<file path="config.mk">
export PLATFORM = sky130hd
export DESIGN_NAME = uart_rx_fifo
export DESIGN_NICKNAME = d
export VERILOG_FILES = /design/src/rtl/uart_rx_fifo.sv
export SDC_FILE = /design/constraint.sdc
export NUM_CORES = 1
export LEC_CHECK = 0
export ABC_AREA = 1
export CAP_MARGIN = 40
export CORE_ASPECT_RATIO = 1.4
export CORE_MARGIN = 8
export CORE_UTILIZATION = 45
export DETAILED_ROUTE_END_ITERATION = 8
export GPL_TIMING_DRIVEN = 0
export PLACE_DENSITY = 0.62
export SLEW_MARGIN = 20
export SYNTH_ARGS = -nofsm -noshare
export SYNTH_HDL_FRONTEND = slang
export SYNTH_SLANG_ARGS = --single-unit
</file>
<file path="constraint.sdc">
create_clock -name clk -period 2.3 [get_ports clk]
set_input_delay 0.46 -clock clk [delete_from_list [all_inputs] [get_ports clk]]
set_output_delay 0.46 -clock clk [all_outputs]
set_load 0.01 [all_outputs]
</file>
<file path="src/rtl/uart_rx_fifo.sv">
// uart_rx_fifo
// Oversampled UART receive path with a first-word-fall-through receive FIFO.
// Each bit is decided by a majority vote of three samples taken around mid-bit.
// Every completed frame is pushed with its parity and framing status. A break
// (all-zero character with a framing error) is flagged, and the receiver then
// waits for the line to return high. RTS is driven from the FIFO fill level
// with hysteresis.
//
// Ports
//   clk, reset          rising-edge clock, asynchronous active-high reset
//   baud_div            clk cycles per oversample tick (0 behaves as 1)
//   rx                  serial input, idle high
//   data_bit_num        00=5, 01=6, 10=7, 11=8 data bits
//   stop_bit_num        0=1 stop bit, 1=2 stop bits
//   parity_en/type      parity present / 0=even, 1=odd
//   rd_ready            consumer accepts the head entry
//   clear_ovr           clears the sticky overrun flag
//   rd_valid            FIFO non-empty
//   rd_data             head data; rd_parity_error and rd_framing_error are its flags
//   rx_done             1-cycle pulse for every completed frame (pushed or dropped)
//   break_det           1-cycle pulse when a break is detected
//   overrun             sticky: a frame was dropped because the FIFO was full
//   fifo_level          current entry count
//   rts_n               0 = peer may send
//   dbg_state           current receiver FSM state
//
// Read handshake: an entry transfers on every rising clk edge where
// rd_valid && rd_ready. rd_valid never depends on rd_ready. While rd_valid is
// high, the head entry is stable until it is popped.
module uart_rx_fifo #(
    parameter int OVERSAMPLE  = 16,
    parameter int FIFO_DEPTH  = 16,
    parameter int DIV_W       = 16,
    parameter int RTS_HIGH    = 12,
    parameter int RTS_LOW     = 8,
    parameter int SYNC_STAGES = 2
) (
    input  logic                               clk,
    input  logic                               reset,
    input  logic [DIV_W-1:0]                   baud_div,
    input  logic                               rx,
    input  logic [1:0]                         data_bit_num,
    input  logic                               stop_bit_num,
    input  logic                               parity_en,
    input  logic                               parity_type,
    input  logic                               rd_ready,
    input  logic                               clear_ovr,
    output logic                               rd_valid,
    output logic [7:0]                         rd_data,
    output logic                               rd_parity_error,
    output logic                               rd_framing_error,
    output logic                               rx_done,
    output logic                               break_det,
    output logic                               overrun,
    output logic [$clog2(FIFO_DEPTH+1)-1:0]    fifo_level,
    output logic                               rts_n,
    output logic [2:0]                         dbg_state
);

    localparam int LVL_W = $clog2(FIFO_DEPTH + 1);
    localparam int PTR_W = $clog2(FIFO_DEPTH);
    localparam int OS_W  = $clog2(OVERSAMPLE);
    localparam logic [OS_W-1:0] SMP_A   = OS_W'(OVERSAMPLE / 2 - 1);
    localparam logic [OS_W-1:0] SMP_B   = OS_W'(OVERSAMPLE / 2);
    localparam logic [OS_W-1:0] SMP_C   = OS_W'(OVERSAMPLE / 2 + 1);
    localparam logic [OS_W-1:0] OS_LAST = OS_W'(OVERSAMPLE - 1);

    typedef enum logic [2:0] {
        IDLE, START, DATA, PARITY, STOP1, STOP2, DONE, BREAK_WAIT
    } state_t;

    // ---------------- rx synchroniser ----------------
    logic [SYNC_STAGES-1:0] sync_q;
    logic                   rx_s;

    always_ff @(posedge clk or posedge reset) begin
        if (reset) sync_q <= '1;
        else       sync_q <= {sync_q[SYNC_STAGES-2:0], rx};
    end
    assign rx_s = sync_q[SYNC_STAGES-1];

    // ---------------- oversample tick ----------------
    // Down-counter; baud_div is only looked at when the counter reloads.
    logic [DIV_W-1:0] div_cnt_q, div_cnt_d, div_reload;
    logic             tick;

    assign div_reload = (baud_div == '0) ? '0 : baud_div - DIV_W'(1);
    assign tick       = (div_cnt_q == '0);
    assign div_cnt_d  = tick ? div_reload : div_cnt_q - DIV_W'(1);

    always_ff @(posedge clk or posedge reset) begin
        if (reset) div_cnt_q <= '0;
        else       div_cnt_q <= div_cnt_d;
    end

    // ---------------- receiver FSM ----------------
    state_t            state_q, state_d;
    logic [OS_W-1:0]   os_cnt_q, os_cnt_d;
    logic [2:0]        bit_cnt_q, bit_cnt_d;
    logic [7:0]        data_q, data_d;
    logic              par_err_q, par_err_d;
    logic              frm_err_q, frm_err_d;
    logic              par_bit_q, par_bit_d;
    logic [1:0]        vote_q, vote_d;
    logic [1:0]        nbits_q, nbits_d;
    logic              stop2_q, stop2_d;
    logic              pen_q, pen_d;
    logic              ptype_q, ptype_d;

    logic       active, mid, smp, is_break, push;
    logic [2:0] last_bit;

    assign active   = (state_q == START) || (state_q == DATA) || (state_q == PARITY) ||
                      (state_q == STOP1) || (state_q == STOP2);
    // Decision point: third vote sample; the first two were captured on earlier ticks.
    assign mid      = active && tick && (os_cnt_q == SMP_C);
    assign smp      = (vote_q[0] & vote_q[1]) | (vote_q[0] & rx_s) | (vote_q[1] & rx_s);
    assign last_bit = {1'b0, nbits_q} + 3'd4;
    assign is_break = (data_q == 8'h00) && !(pen_q && par_bit_q) && frm_err_q;
    assign push     = (state_q == DONE);

    always_comb begin
        state_d   = state_q;
        os_cnt_d  = os_cnt_q;
        bit_cnt_d = bit_cnt_q;
        data_d    = data_q;
        par_err_d = par_err_q;
        frm_err_d = frm_err_q;
        par_bit_d = par_bit_q;
        vote_d    = vote_q;
        nbits_d   = nbits_q;
        stop2_d   = stop2_q;
        pen_d     = pen_q;
        ptype_d   = ptype_q;

        if (active && tick) begin
            os_cnt_d = (os_cnt_q == OS_LAST) ? '0 : os_cnt_q + OS_W'(1);
            if (os_cnt_q == SMP_A) vote_d[0] = rx_s;
            if (os_cnt_q == SMP_B) vote_d[1] = rx_s;
        end

        unique case (state_q)
            IDLE: begin
                if (!rx_s) begin
                    state_d   = START;
                    os_cnt_d  = '0;
                    bit_cnt_d = '0;
                    data_d    = '0;
                    par_err_d = 1'b0;
                    frm_err_d = 1'b0;
                    par_bit_d = 1'b0;
                    nbits_d   = data_bit_num;
                    stop2_d   = stop_bit_num;
                    pen_d     = parity_en;
                    ptype_d   = parity_type;
                end
            end
            START: begin
                if (mid) state_d = smp ? IDLE : DATA;
            end
            DATA: begin
                if (mid) begin
                    data_d[bit_cnt_q] = smp;
                    if (bit_cnt_q == last_bit) state_d = pen_q ? PARITY : STOP1;
                    else                       bit_cnt_d = bit_cnt_q + 3'd1;
                end
            end
            PARITY: begin
                if (mid) begin
                    par_bit_d = smp;
                    par_err_d = ((^data_q) ^ smp) != ptype_q;
                    state_d   = STOP1;
                end
            end
            STOP1: begin
                if (mid) begin
                    if (!smp) frm_err_d = 1'b1;
                    state_d = stop2_q ? STOP2 : DONE;
                end
            end
            STOP2: begin
                if (mid) begin
                    if (!smp) frm_err_d = 1'b1;
                    state_d = DONE;
                end
            end
            DONE: begin
                state_d = is_break ? BREAK_WAIT : IDLE;
            end
            BREAK_WAIT: begin
                if (rx_s) state_d = IDLE;
            end
            default: state_d = IDLE;
        endcase
    end

    always_ff @(posedge clk or posedge reset) begin
        if (reset) begin
            state_q   <= IDLE;
            os_cnt_q  <= '0;
            bit_cnt_q <= '0;
            data_q    <= '0;
            par_err_q <= 1'b0;
            frm_err_q <= 1'b0;
            par_bit_q <= 1'b0;
            vote_q    <= '1;
            nbits_q   <= '0;
            stop2_q   <= 1'b0;
            pen_q     <= 1'b0;
            ptype_q   <= 1'b0;
        end else begin
            state_q   <= state_d;
            os_cnt_q  <= os_cnt_d;
            bit_cnt_q <= bit_cnt_d;
            data_q    <= data_d;
            par_err_q <= par_err_d;
            frm_err_q <= frm_err_d;
            par_bit_q <= par_bit_d;
            vote_q    <= vote_d;
            nbits_q   <= nbits_d;
            stop2_q   <= stop2_d;
            pen_q     <= pen_d;
            ptype_q   <= ptype_d;
        end
    end

    assign rx_done   = push;
    assign break_det = push && is_break;
    assign dbg_state = state_q;

    // ---------------- receive FIFO ----------------
    logic [9:0]       mem_q [FIFO_DEPTH];
    logic [PTR_W-1:0] wr_ptr_q, rd_ptr_q;
    logic [LVL_W-1:0] count_q, count_d;
    logic             full, pop, push_ok, drop;
    logic [9:0]       head;
    logic             overrun_q, rts_q;

    assign full     = (count_q == LVL_W'(FIFO_DEPTH));
    assign rd_valid = (count_q != '0);
    assign pop      = rd_valid && rd_ready;
    // When full, a pop in the same cycle frees the slot the push needs.
    assign push_ok  = push && (!full || pop);
    assign drop     = push && full && !pop;

    always_comb begin
        count_d = count_q;
        if (push_ok && !pop)      count_d = count_q + LVL_W'(1);
        else if (!push_ok && pop) count_d = count_q - LVL_W'(1);
    end

    always_ff @(posedge clk) begin
        if (push_ok) mem_q[wr_ptr_q] <= {data_q, par_err_q, frm_err_q};
    end

    always_ff @(posedge clk or posedge reset) begin
        if (reset) begin
            wr_ptr_q  <= '0;
            rd_ptr_q  <= '0;
            count_q   <= '0;
            overrun_q <= 1'b0;
            rts_q     <= 1'b0;
        end else begin
            if (push_ok) wr_ptr_q <= wr_ptr_q + PTR_W'(1);
            if (pop)     rd_ptr_q <= rd_ptr_q + PTR_W'(1);
            count_q <= count_d;
            // A new drop wins over a simultaneous clear.
            if (drop)           overrun_q <= 1'b1;
            else if (clear_ovr) overrun_q <= 1'b0;
            // Hysteresis on the registered level; holds between the thresholds.
            if (count_q >= LVL_W'(RTS_HIGH))     rts_q <= 1'b1;
            else if (count_q <= LVL_W'(RTS_LOW)) rts_q <= 1'b0;
        end
    end

    assign head             = mem_q[rd_ptr_q];
    assign rd_data          = rd_valid ? head[9:2] : 8'h00;
    assign rd_parity_error  = rd_valid & head[1];
    assign rd_framing_error = rd_valid & head[0];
    assign fifo_level       = count_q;
    assign overrun          = overrun_q;
    assign rts_n            = rts_q;

endmodule

</file>
==> results by group, run 1 <==
Status
  – Outcome: finished with violations
  – Violated checks: setup timing

Synth
  – Post-synthesis instance area: 0.0103 mm²
  – Seq/Total Area, Yosys: 61.5%
  – Synth Net Count: 1016
  – Largest area contributor in the netlist: edfxtp_1
  – Ys Warns: 0
  – Async SR Flop Fraction: 27.6%
  – Post-synth EDFFs: 160
  – Synth cell types: 43
  – Cells after Synth: 969
  – Ys flop type: edfxtp_1
  – Largest cells by area after synthesis: edfxtp_1 (47%), dfrtp_1 (14%), nand2_1 (4.9%)
  – Synth top area share: 46.7%
  – Average footprint of a synthesized cell: 10.6 µm²
  – Yosys reg bits: 221

Die
  – Die area: 0.0280 mm²
  – Die height: 195 µm
  – Chip width: 144 µm
  – Core area: 0.0225 mm²
  – Starting Density: 45.7%
  – I/O pin count: 49
  – Cell Rows: 65

Route
  – Vias per inst: 5.30
  – DRC viols: 0
  – Remaining antenna violation count: 0
  – DR pass1 iterations: 5
  – DR WL/cell: 18.5 µm
  – Routed wire length: 26200 µm
  – DR iter-0 viols: 421
  – Routed vias: 7520

Critical path
  – CP max stage cell: dfrtp_2
  – Worst Setup End Kind: output pin
  – WP data required: 1.84 ns
  – Crit path DAT: 2.15 ns
  – Max Fanout on Critical Path: 6
  – Critical Setup Path Class: reg -> out
  – Startpoint type of the worst setup path: flop
  – Largest stage delay, worst path: 0.46 ns
  – Worst path buffer plus inverter count: 4
  – CP cell instances: buf_12 -> inv_12 -> clkbuf_16 -> o21bai_4 -> o211ai_1 -> nand3_2 -> a21oi_2 -> buf_2
  – R2R cell count: 12
  – Crit Reg-Reg Endpoint: fifo_level[4]
  – Worst r2r src: dbg_state[0]
  – R2r setup slk: 0.13 ns
  – Top delay family on crit path: buffers and inverters

Run
  – Maximum capacitance violations: 0

Cells and area
  – Synth-to-Final Area Change: 27.6%
  – Commonest non-fill, non-tap cell in the layout: edfxtp_1
  – Final core utilization: 58.3%
  – Layout cell share with drive strength beyond 1: 22.8%
  – Final nets: 1148
  – Design Area, Final: 0.0131 mm²
  – Cell Count, Final, Fillers Out: 1418
  – Antenna cells: 0
  – Most frequent cells in the layout: edfxtp_1 (160), nand2_1 (131), nor2_1 (130)

Clock tree
  – H-tree depth: 1
  – CTS tree: yes
  – Clock buffer depth: 3
  – Clock Pin Slew Worst Setup and Hold Paths: 0.07 ns
  – Clock sink total: 221
  – Root buffer cell: clkbuf_16
  – CTS buffer count: 23
  – Post-CTS Hold Fix Bufs: 0
  – Clock latency on the worst-skew pair: 0.50 ns

Global routing
  – Global-route wire length before repair: 41000 µm
  – GR peak layer: met2
  – Met2 Use GR: 33.0%
  – Total GRT Usage: 18.7%
  – Initial antenna violation count: 0
  – Met1 Use GR: 21.2%
  – Total gr overflow: 0
  – Largest net degree at the start of global routing: 50
  – Vias in the first global route: 7648
  – GRT met3 Usage: 2.44%

Power
  – P_leak: 5.36 nW
  – Power per cell area: 973 mW/mm²
  – Max rail drop VDD: 0.000517 V

Placed design
  – Dpl ws: -0.952 ns
  – Port Buffers: 48
  – Placed Cells: 1334
  – Post-DP HPWL: 17500 µm
  – Cell Area, Placed: 0.0113 mm²
  – Routability Congestion: 0.851

STA
  – Final Hold Viols: 0
  – RSZ-0062 raised after global routing: yes
  – Minimum clock period after layout: 2.61 ns
  – Normalized max-slew margin: 58.9%
  – Period utilization: 113%
  – Setup TNS Final: -2.82 ns
  – Max Slew Vio Count: 0
  – Worst-Margin Slew: 0.616 ns
  – Final Setup Violations: 10
  – Maximum clock rate: 0.383 GHz
  – PnR worst setup slack: -0.310 ns
  – Worst clock skew: 0.0107 ns

Hold path
  – Hold crit path type: in -> async
## registers in the layout, summed over array words and instances (netlist names), 2 cells and up
signal and cells:
wr_ptr_q 4, div_cnt_q 16, mem_q 160, fifo_level 5, nbits_q 2, sync_q 2, os_cnt_q 4, bit_cnt_q 3
data_q 8, vote_q 2, dbg_state 3, rd_ptr_q 4
## report_power, final
group | switching (mW) | internal, mW | total, mW | leakage [nW]
registers | 0.0950 | 4.34 | 4.43 | 2.50
clock network | 1.49 | 2.04 | 3.53 | 0.347
logic | 2.63 | 2.19 | 4.82 | 2.50
## stage by stage
step	power, mW	hold WS (ns)
floorplan	6.62	0.345
global placement	8.05	0.347
detailed placement	8.08	0.347
CTS	12.5	0.216
global route	13.4	0.224
finish	12.8	0.222
## worst max path at each step
stage / to / depth (start not counted) / slack, ns / start
after CTS: rd_data[3] / 8 / -0.36 / rd_ptr_q[0]
after global routing: rd_framing_error / 9 / -0.38 / rd_ptr_q[0]
final: rd_data[6] / 8 / -0.31 / rd_ptr_q[0]
after floorplan: fifo_level[4] / 12 / 0.01 / dbg_state[2]
after detailed placement: fifo_level[3] / 13 / -0.95 / rd_ready
after global placement: dbg_state[1] / 2 / -1.13 / reset
## what timing repair did
action	4_1_cts	5_1_grt
cloned	4	4
endpoints found under the setup margin	37	21
buffers inserted	26	11
resized for setup	200	69
pin swaps	35	37
## layer usage
| metal | up-vias | part of all wire, % |
|---|---|---|
| li1 | 3641 | - |
| met1 | 3632 | 39 |
| met2 | 186 | 51 |
| met3 | 61 | 4.3 |
| met4 | 0 | 5.7 |
| met5 | - | 0 |
## Yosys cell counts (all sizes together), types with 2 or more instances
cell    number
edfxtp     160
nor2       143
nand2      136
inv         82
o21ai       72
nand3       61
dfrtp       57
o21bai      40
clkbuf      32
o221ai      30
a21oi       25
ha          20
xor2        20
nor3        16
xnor2       16
o21a        11
buf         10
o211ai      10
o22ai        8
nand4        5
dfstp        4
a31oi        2
and2         2
## cells by family (layout without fill, tap and decap cells)
family / Yosys count / in the layout / share of synthesized area (%)
flip-flops: 221 / 221 / 61.5
AND/OR/NAND/NOR: 366 / 366 / 15.1
XOR/XNOR: 36 / 36 / 3.06
buffers and inverters: 124 / 272 / 4.68
AO/OA/AOI/OAI: 200 / 200 / 12.8
multiplexers: 1 / 1 / 0.109
adder cells (fa/ha/maj): 21 / 21 / 2.62
## area by class of cell
class,count,area (µm²)
clock buffer,29,628
multi-input combinational,624,3860
inverter,82,333
timing repair inverter,2,17.5
tap,301,377
fill,1908,9390
sequential,221,6370
timing repair buffer,105,928
clock inverter,12,88.8
buffer,42,536
Note: power is estimated with default switching activity, not from simulation.
==> run 2, diff against run 1 <==
--- a/config.mk
+++ b/config.mk
@@ -13,6 +13,7 @@
 export DETAILED_ROUTE_END_ITERATION = 8
 export GPL_TIMING_DRIVEN = 0
 export PLACE_DENSITY = 0.62
+export SKIP_CTS_REPAIR_TIMING = 1
 export SLEW_MARGIN = 20
 export SYNTH_ARGS = -nofsm -noshare
 export SYNTH_HDL_FRONTEND = slang
==> run 2 against run 1 <==
  * The run still ends with setup timing left
  * Hold slack worse by 0.0031 ns
  * Fmax up 0.52%
  * Cell count is 0.28% lower
  * Via count shrank 0.66%
  * Largest cell class unchanged
  * Sequential power about the same
  * Combinational power shrank 8.3%
  * Global-route usage decreased by 0.88 points
  * Register-to-register slack lost 0.23 ns
  * Sequential cell count stayed put
  * Highest routed layer unchanged
==> results by group, run 2 (synthesis gave the netlist of run 1 again) <==
Critical path
  – Worst r2r src: fifo_level[0]
  – Critical Setup Path Class: reg -> out
  – Max Fanout on Critical Path: 6
  – Crit path launch: rd_ptr_q[0]
  – Worst Setup End Kind: output pin
  – Startpoint type of the worst setup path: flop
  – WP data required: 1.84 ns
  – R2r setup slk: -0.10 ns
  – Crit path DAT: 2.14 ns
  – Worst setup path end: rd_data[4]
  – Crit Reg-Reg Endpoint: fifo_level[4]
  – R2R cell count: 13

Power
  – Sequential Power Share: 35.7%
  – Max rail drop VDD: 0.000509 V
  – Power per cell area: 964 mW/mm²
  – Switch share: 33.1%
  – Sw power: 4.10 mW
  – P_leak: 5.27 nW
  – Comb power frac: 35.7%
  – Cell-internal power: 8.30 mW
  – Clock network power share: 28.6%

Clock tree
  – H-tree depth: 1
  – Clock latency on the worst-skew pair: 0.51 ns
  – CTS tree: yes
  – Root buffer cell: clkbuf_16
  – CTS buffer count: 23
  – Clock buffer depth: 3
  – Clock Pin Slew Worst Setup and Hold Paths: 0.06 ns
  – Clock sink total: 221

Cells and area
  – Final nets: 1144
  – Synth-to-Final Area Change: 25.0%
  – Final core utilization: 57.1%
  – Top reg by flops: mem_q
  – Max reg flops: 160
  – Most frequent cells in the layout: edfxtp_1 (160), nor2_1 (131), nand2_1 (131)
  – Layout cell share with drive strength beyond 1: 21.3%
  – Filler cells: 1952
  – Commonest non-fill, non-tap cell in the layout: edfxtp_1
  – Register area: 0.00637 mm²
  – Multi-input logic area: 0.00376 mm²
  – Largest registers: mem_q: 160 flops, div_cnt_q: 16 flops, data_q: 8 flops
  – Antenna cells: 0

Die
  – Cell Rows: 65
  – Die height: 195 µm
  – I/O pin count: 49
  – Die area: 0.0280 mm²
  – Core area: 0.0225 mm²
  – Chip width: 144 µm
  – Starting Density: 45.7%

Route
  – DR iter-0 viols: 407
  – Remaining antenna violation count: 0
  – Routed wire length: 25400 µm
  – Vias per inst: 5.28
  – DR WL/cell: 17.9 µm
  – DR pass1 iterations: 5
  – DRC viols: 0
  – Routed vias: 7470

STA
  – Maximum clock rate: 0.385 GHz
  – Setup TNS Final: -2.70 ns
  – Minimum clock period after layout: 2.60 ns
  – Normalized max-slew margin: 58.6%
  – RSZ-0062 raised after global routing: yes
  – PnR worst setup slack: -0.297 ns
  – Period utilization: 113%
  – Worst-Margin Slew: 0.621 ns
  – Worst clock skew: 0.0138 ns
  – Final Setup Violations: 12
  – Max Slew Vio Count: 0
  – Final Hold Viols: 0

Placed design
  – Post-DP HPWL: 17500 µm
  – Dpl ws: -0.952 ns
  – Port Buffers: 48
  – Routability Congestion: 0.851

Status
  – Outcome: finished with violations
  – Violated checks: setup timing

Global routing
  – Global-route wire length before repair: 39100 µm
  – Met2 Use GR: 31.4%
  – GRT met3 Usage: 2.12%
  – Vias in the first global route: 7312
  – Met1 Use GR: 20.8%
  – Largest net degree at the start of global routing: 50
  – GR peak layer: met2
  – Total gr overflow: 0
  – Initial antenna violation count: 0
  – Total GRT Usage: 17.9%

Hold path
  – Hold crit path type: in -> async

Run
  – Maximum capacitance violations: 0
-- run 2: layout make-up --
| cell class | instances | share of cell area (%) |
|---|---|---|
| timing repair buffer | 102 | 7.35 |
| sequential | 221 | 49.5 |
| tap | 301 | 2.93 |
| timing repair inverter | 1 | 0.126 |
| clock inverter | 12 | 0.690 |
| clock buffer | 29 | 4.88 |
| buffer | 42 | 2.75 |
| inverter | 82 | 2.55 |
| multi-input combinational | 624 | 29.2 |
-- run 2: worst min-delay path by stage --
stage | startpoint | end | slack [ns] | cells after the start
2_1_floorplan | sync_q[0] | sync_q[1] | 0.35 | 0
3_3_place_gp | sync_q[0] | sync_q[1] | 0.35 | 0
3_5_place_dp | sync_q[0] | sync_q[1] | 0.35 | 0
4_1_cts | reset | dbg_state[0] | 0.22 | 2
5_1_grt | reset | dbg_state[0] | 0.22 | 2
6_report | reset | overrun | 0.22 | 2
-- run 2: power groups by stage --
stage	Clock (mW)	Sequential, mW	Combinational [mW]
floorplan	0	4.51	2.11
global placement	0	4.51	3.54
detailed placement	0	4.51	3.57
CTS	3.60	4.43	3.58
global route	3.78	4.44	4.77
finish	3.55	4.43	4.42
-- run 2: layer usage --
metal  up-vias  wire, µm  share of wire (%)
li1       3636         -                  -
met1      3590      9940                 39
met2       201     13200                 52
met3        43      1120                4.4
met4         0      1070                4.2
met5         -         0                  0
-- run 2: through the flow --
stage / instance area (µm²) / power, mW / hold WS (ns) / instances
after floorplan: 10300 / 6.62 / 0.345 / 969
after global placement: 11200 / 8.05 / 0.347 / 1318
final: 12900 / 12.4 / 0.219 / 1414
after global routing: 12900 / 13.0 / 0.224 / 1414
after CTS: 12000 / 11.6 / 0.216 / 1375
after detailed placement: 11300 / 8.08 / 0.347 / 1334
-- run 2: worst max-delay path: stages (launching register included) --
cell and delay, ns:
dfrtp_2 0.45, buf_12 0.17, clkinv_8 0.08, clkbuf_16 0.14
nor2_1 0.05, o221ai_2 0.20, nand3_2 0.18, a21oi_1 0.19
clkbuf_2 0.16
==> run 3, diff against run 2 <==
--- a/config.mk
+++ b/config.mk
@@ -18,3 +18,4 @@
 export SYNTH_ARGS = -nofsm -noshare
 export SYNTH_HDL_FRONTEND = slang
 export SYNTH_SLANG_ARGS = --single-unit
+export TNS_END_PERCENT = 5
==> run 3 against run 2 <==
  * Sequential cell count unchanged
  * Highest routed layer unchanged
  * Utilization shrank 0.86 points
  * Die area is the same
  * Hold slack is essentially flat
  * Final area fell by 1.5%
  * Critical endpoint unchanged
  * Register-to-register slack about the same
  * The flow still finishes with violations (setup timing)
  * Sequential share of layout area increased by 0.73 points
  * Critical path depth unchanged
  * Largest cell class unchanged
  * Global-route usage unchanged
  * Sequential power is essentially flat
==> results by group, run 3 (synthesis gave the netlist of run 1 again) <==
Status
  – Outcome: finished with violations
  – Violated checks: setup timing

STA
  – Minimum clock period after layout: 2.60 ns
  – Final Hold Viols: 0
  – PnR worst setup slack: -0.299 ns
  – Setup TNS Final: -2.82 ns
  – Period utilization: 113%
  – Final Setup Violations: 12
  – Maximum clock rate: 0.385 GHz
  – Worst clock skew: 0.0136 ns
  – RSZ-0062 raised after global routing: yes
  – Hold slack: 0.219 ns
  – Max Slew Vio Count: 0
  – Worst-Margin Slew: 0.618 ns
  – Normalized max-slew margin: 58.8%

Die
  – Die area: 0.0280 mm²
  – Core area: 0.0225 mm²
  – Cell Rows: 65
  – I/O pin count: 49
  – Starting Density: 45.7%
  – Die height: 195 µm
  – Chip width: 144 µm

Cells and area
  – Design Area, Final: 0.0127 mm²
  – Largest registers: mem_q: 160 flops, div_cnt_q: 16 flops, data_q: 8 flops
  – Antenna cells: 0
  – Layout cell share with drive strength beyond 1: 19.1%
  – Top reg by flops: mem_q
  – Synth-to-Final Area Change: 23.1%
  – Most frequent cells in the layout: edfxtp_1 (160), nand2_1 (134), nor2_1 (131)
  – Commonest non-fill, non-tap cell in the layout: edfxtp_1
  – Final nets: 1127
  – Max reg flops: 160
  – Cell Count, Final, Fillers Out: 1397

Route
  – DRC viols: 0
  – Routed vias: 7424
  – DR WL/cell: 18.1 µm
  – Remaining antenna violation count: 0
  – Vias per inst: 5.31
  – DR pass1 iterations: 5
  – DR iter-0 viols: 407
  – Routed wire length: 25300 µm

Run
  – Maximum capacitance violations: 0

Clock tree
  – Root buffer cell: clkbuf_16
  – Clock buffer depth: 3
  – Clock latency on the worst-skew pair: 0.51 ns
  – H-tree depth: 1
  – Clock sink total: 221
  – CTS tree: yes
  – CTS buffer count: 23
  – Clock Pin Slew Worst Setup and Hold Paths: 0.06 ns

Critical path
  – Worst Setup End Kind: output pin
  – Largest stage delay, worst path: 0.45 ns
  – Top delay family on crit path: buffers and inverters
  – CP max stage cell: dfrtp_2
  – Max Fanout on Critical Path: 6
  – Startpoint type of the worst setup path: flop
  – Critical Setup Path Class: reg -> out
  – CP cell instances: buf_12 -> clkinv_8 -> clkbuf_16 -> nor2_1 -> o221ai_2 -> nand3_2 -> a21oi_1 -> clkbuf_2
  – Worst path buffer plus inverter count: 4
  – WP data required: 1.84 ns
  – Crit path DAT: 2.14 ns

Power
  – P_leak: 5.17 nW
  – Max rail drop VDD: 0.000510 V
  – Power per cell area: 967 mW/mm²
  – PnR Total Power: 12.3 mW

Global routing
  – Total gr overflow: 0
  – Total GRT Usage: 17.9%
  – Initial antenna violation count: 0
  – Vias in the first global route: 7312
  – Global-route wire length before repair: 39100 µm
  – Largest net degree at the start of global routing: 50

Placed design
  – Routability Congestion: 0.851
  – Placed Cells: 1334
  – Cell Area, Placed: 0.0113 mm²
  – Port Buffers: 48
  – Post-DP HPWL: 17500 µm

Hold path
  – Hold crit path type: in -> async
run 3: cell types whose count changed in the layout (fill, tap and decap cells not counted), moves of 2 or more:
cell	previous run	this run
inv_2	12	8
clkbuf_2	7	9
ha_4	3	1
nand2_1	131	134
nand2_2	5	2
a21oi_2	12	10
inv_1	67	71
a21oi_1	11	13
buf_4	56	40
run 3: worst paths after layout:
| kind | start | endpoint | slack (ns) | depth (start not counted) |
|---|---|---|---|---|
| setup / recovery | rd_ptr_q[0] | rd_data[4] | -0.30 | 8 |
| hold / removal | reset | overrun | 0.22 | 2 |
| setup reg to reg | fifo_level[0] | fifo_level[4] | -0.11 | 12 |
| min in group clk | sync_q[0] | sync_q[1] | 0.36 | 0 |
| hold reg to reg | sync_q[0] | sync_q[1] | 0.36 | 0 |
| max in group asynchronous | reset | vote_q[1] | 1.51 | 3 |
run 3: metrics by stage:
step / utilization, % / setup slack (ns)
2_1_floorplan: - / 0.0110
3_3_place_gp: 49.5 / -1.13
3_5_place_dp: 50.2 / -0.952
4_1_cts: 53.4 / -1.37
5_1_grt: 56.3 / -0.342
6_report: 56.3 / -0.299
run 3: worst register-to-register path: stages, from the launching register on:
cell and delay [ns]:
dfrtp_2 0.46, nor2_2 0.14, nand3_2 0.13, nor3_4 0.32, nor2_4 0.12, ha_2 0.22, inv_4 0.09, ha_1 0.23
inv_1 0.09, a21oi_1 0.06, o21ai_0 0.17, nand3_1 0.13, xor2_1 0.16
run 3: layout make-up:
cell class              count  area (µm²)
repair inverters            1        16.3
well taps                 301         377
repair buffers             85         806
clock buffers              29         628
multi-input cells         624        3720
flip-flops and latches    221        6370
inverters                  82         325
clock inverters            12        88.8
fillers                  1968        9850
plain buffers              42         344
run 3: where the power goes:
group | internal, mW | switching, mW
registers | 4.33 | 0.129
clock network | 2.04 | 1.51
logic | 1.82 | 2.44
total | 8.19 | 4.07
run 3: routing by layer:
metal / GRT usage (%) / part of all wire (%) / vias up
li1: - / - / 3604
met1: 20.8 / 40 / 3594
met2: 31.4 / 52 / 179
met3: 2.12 / 3.9 / 47
met4: 9.07 / 4.2 / 0
met5: 0 / 0 / -
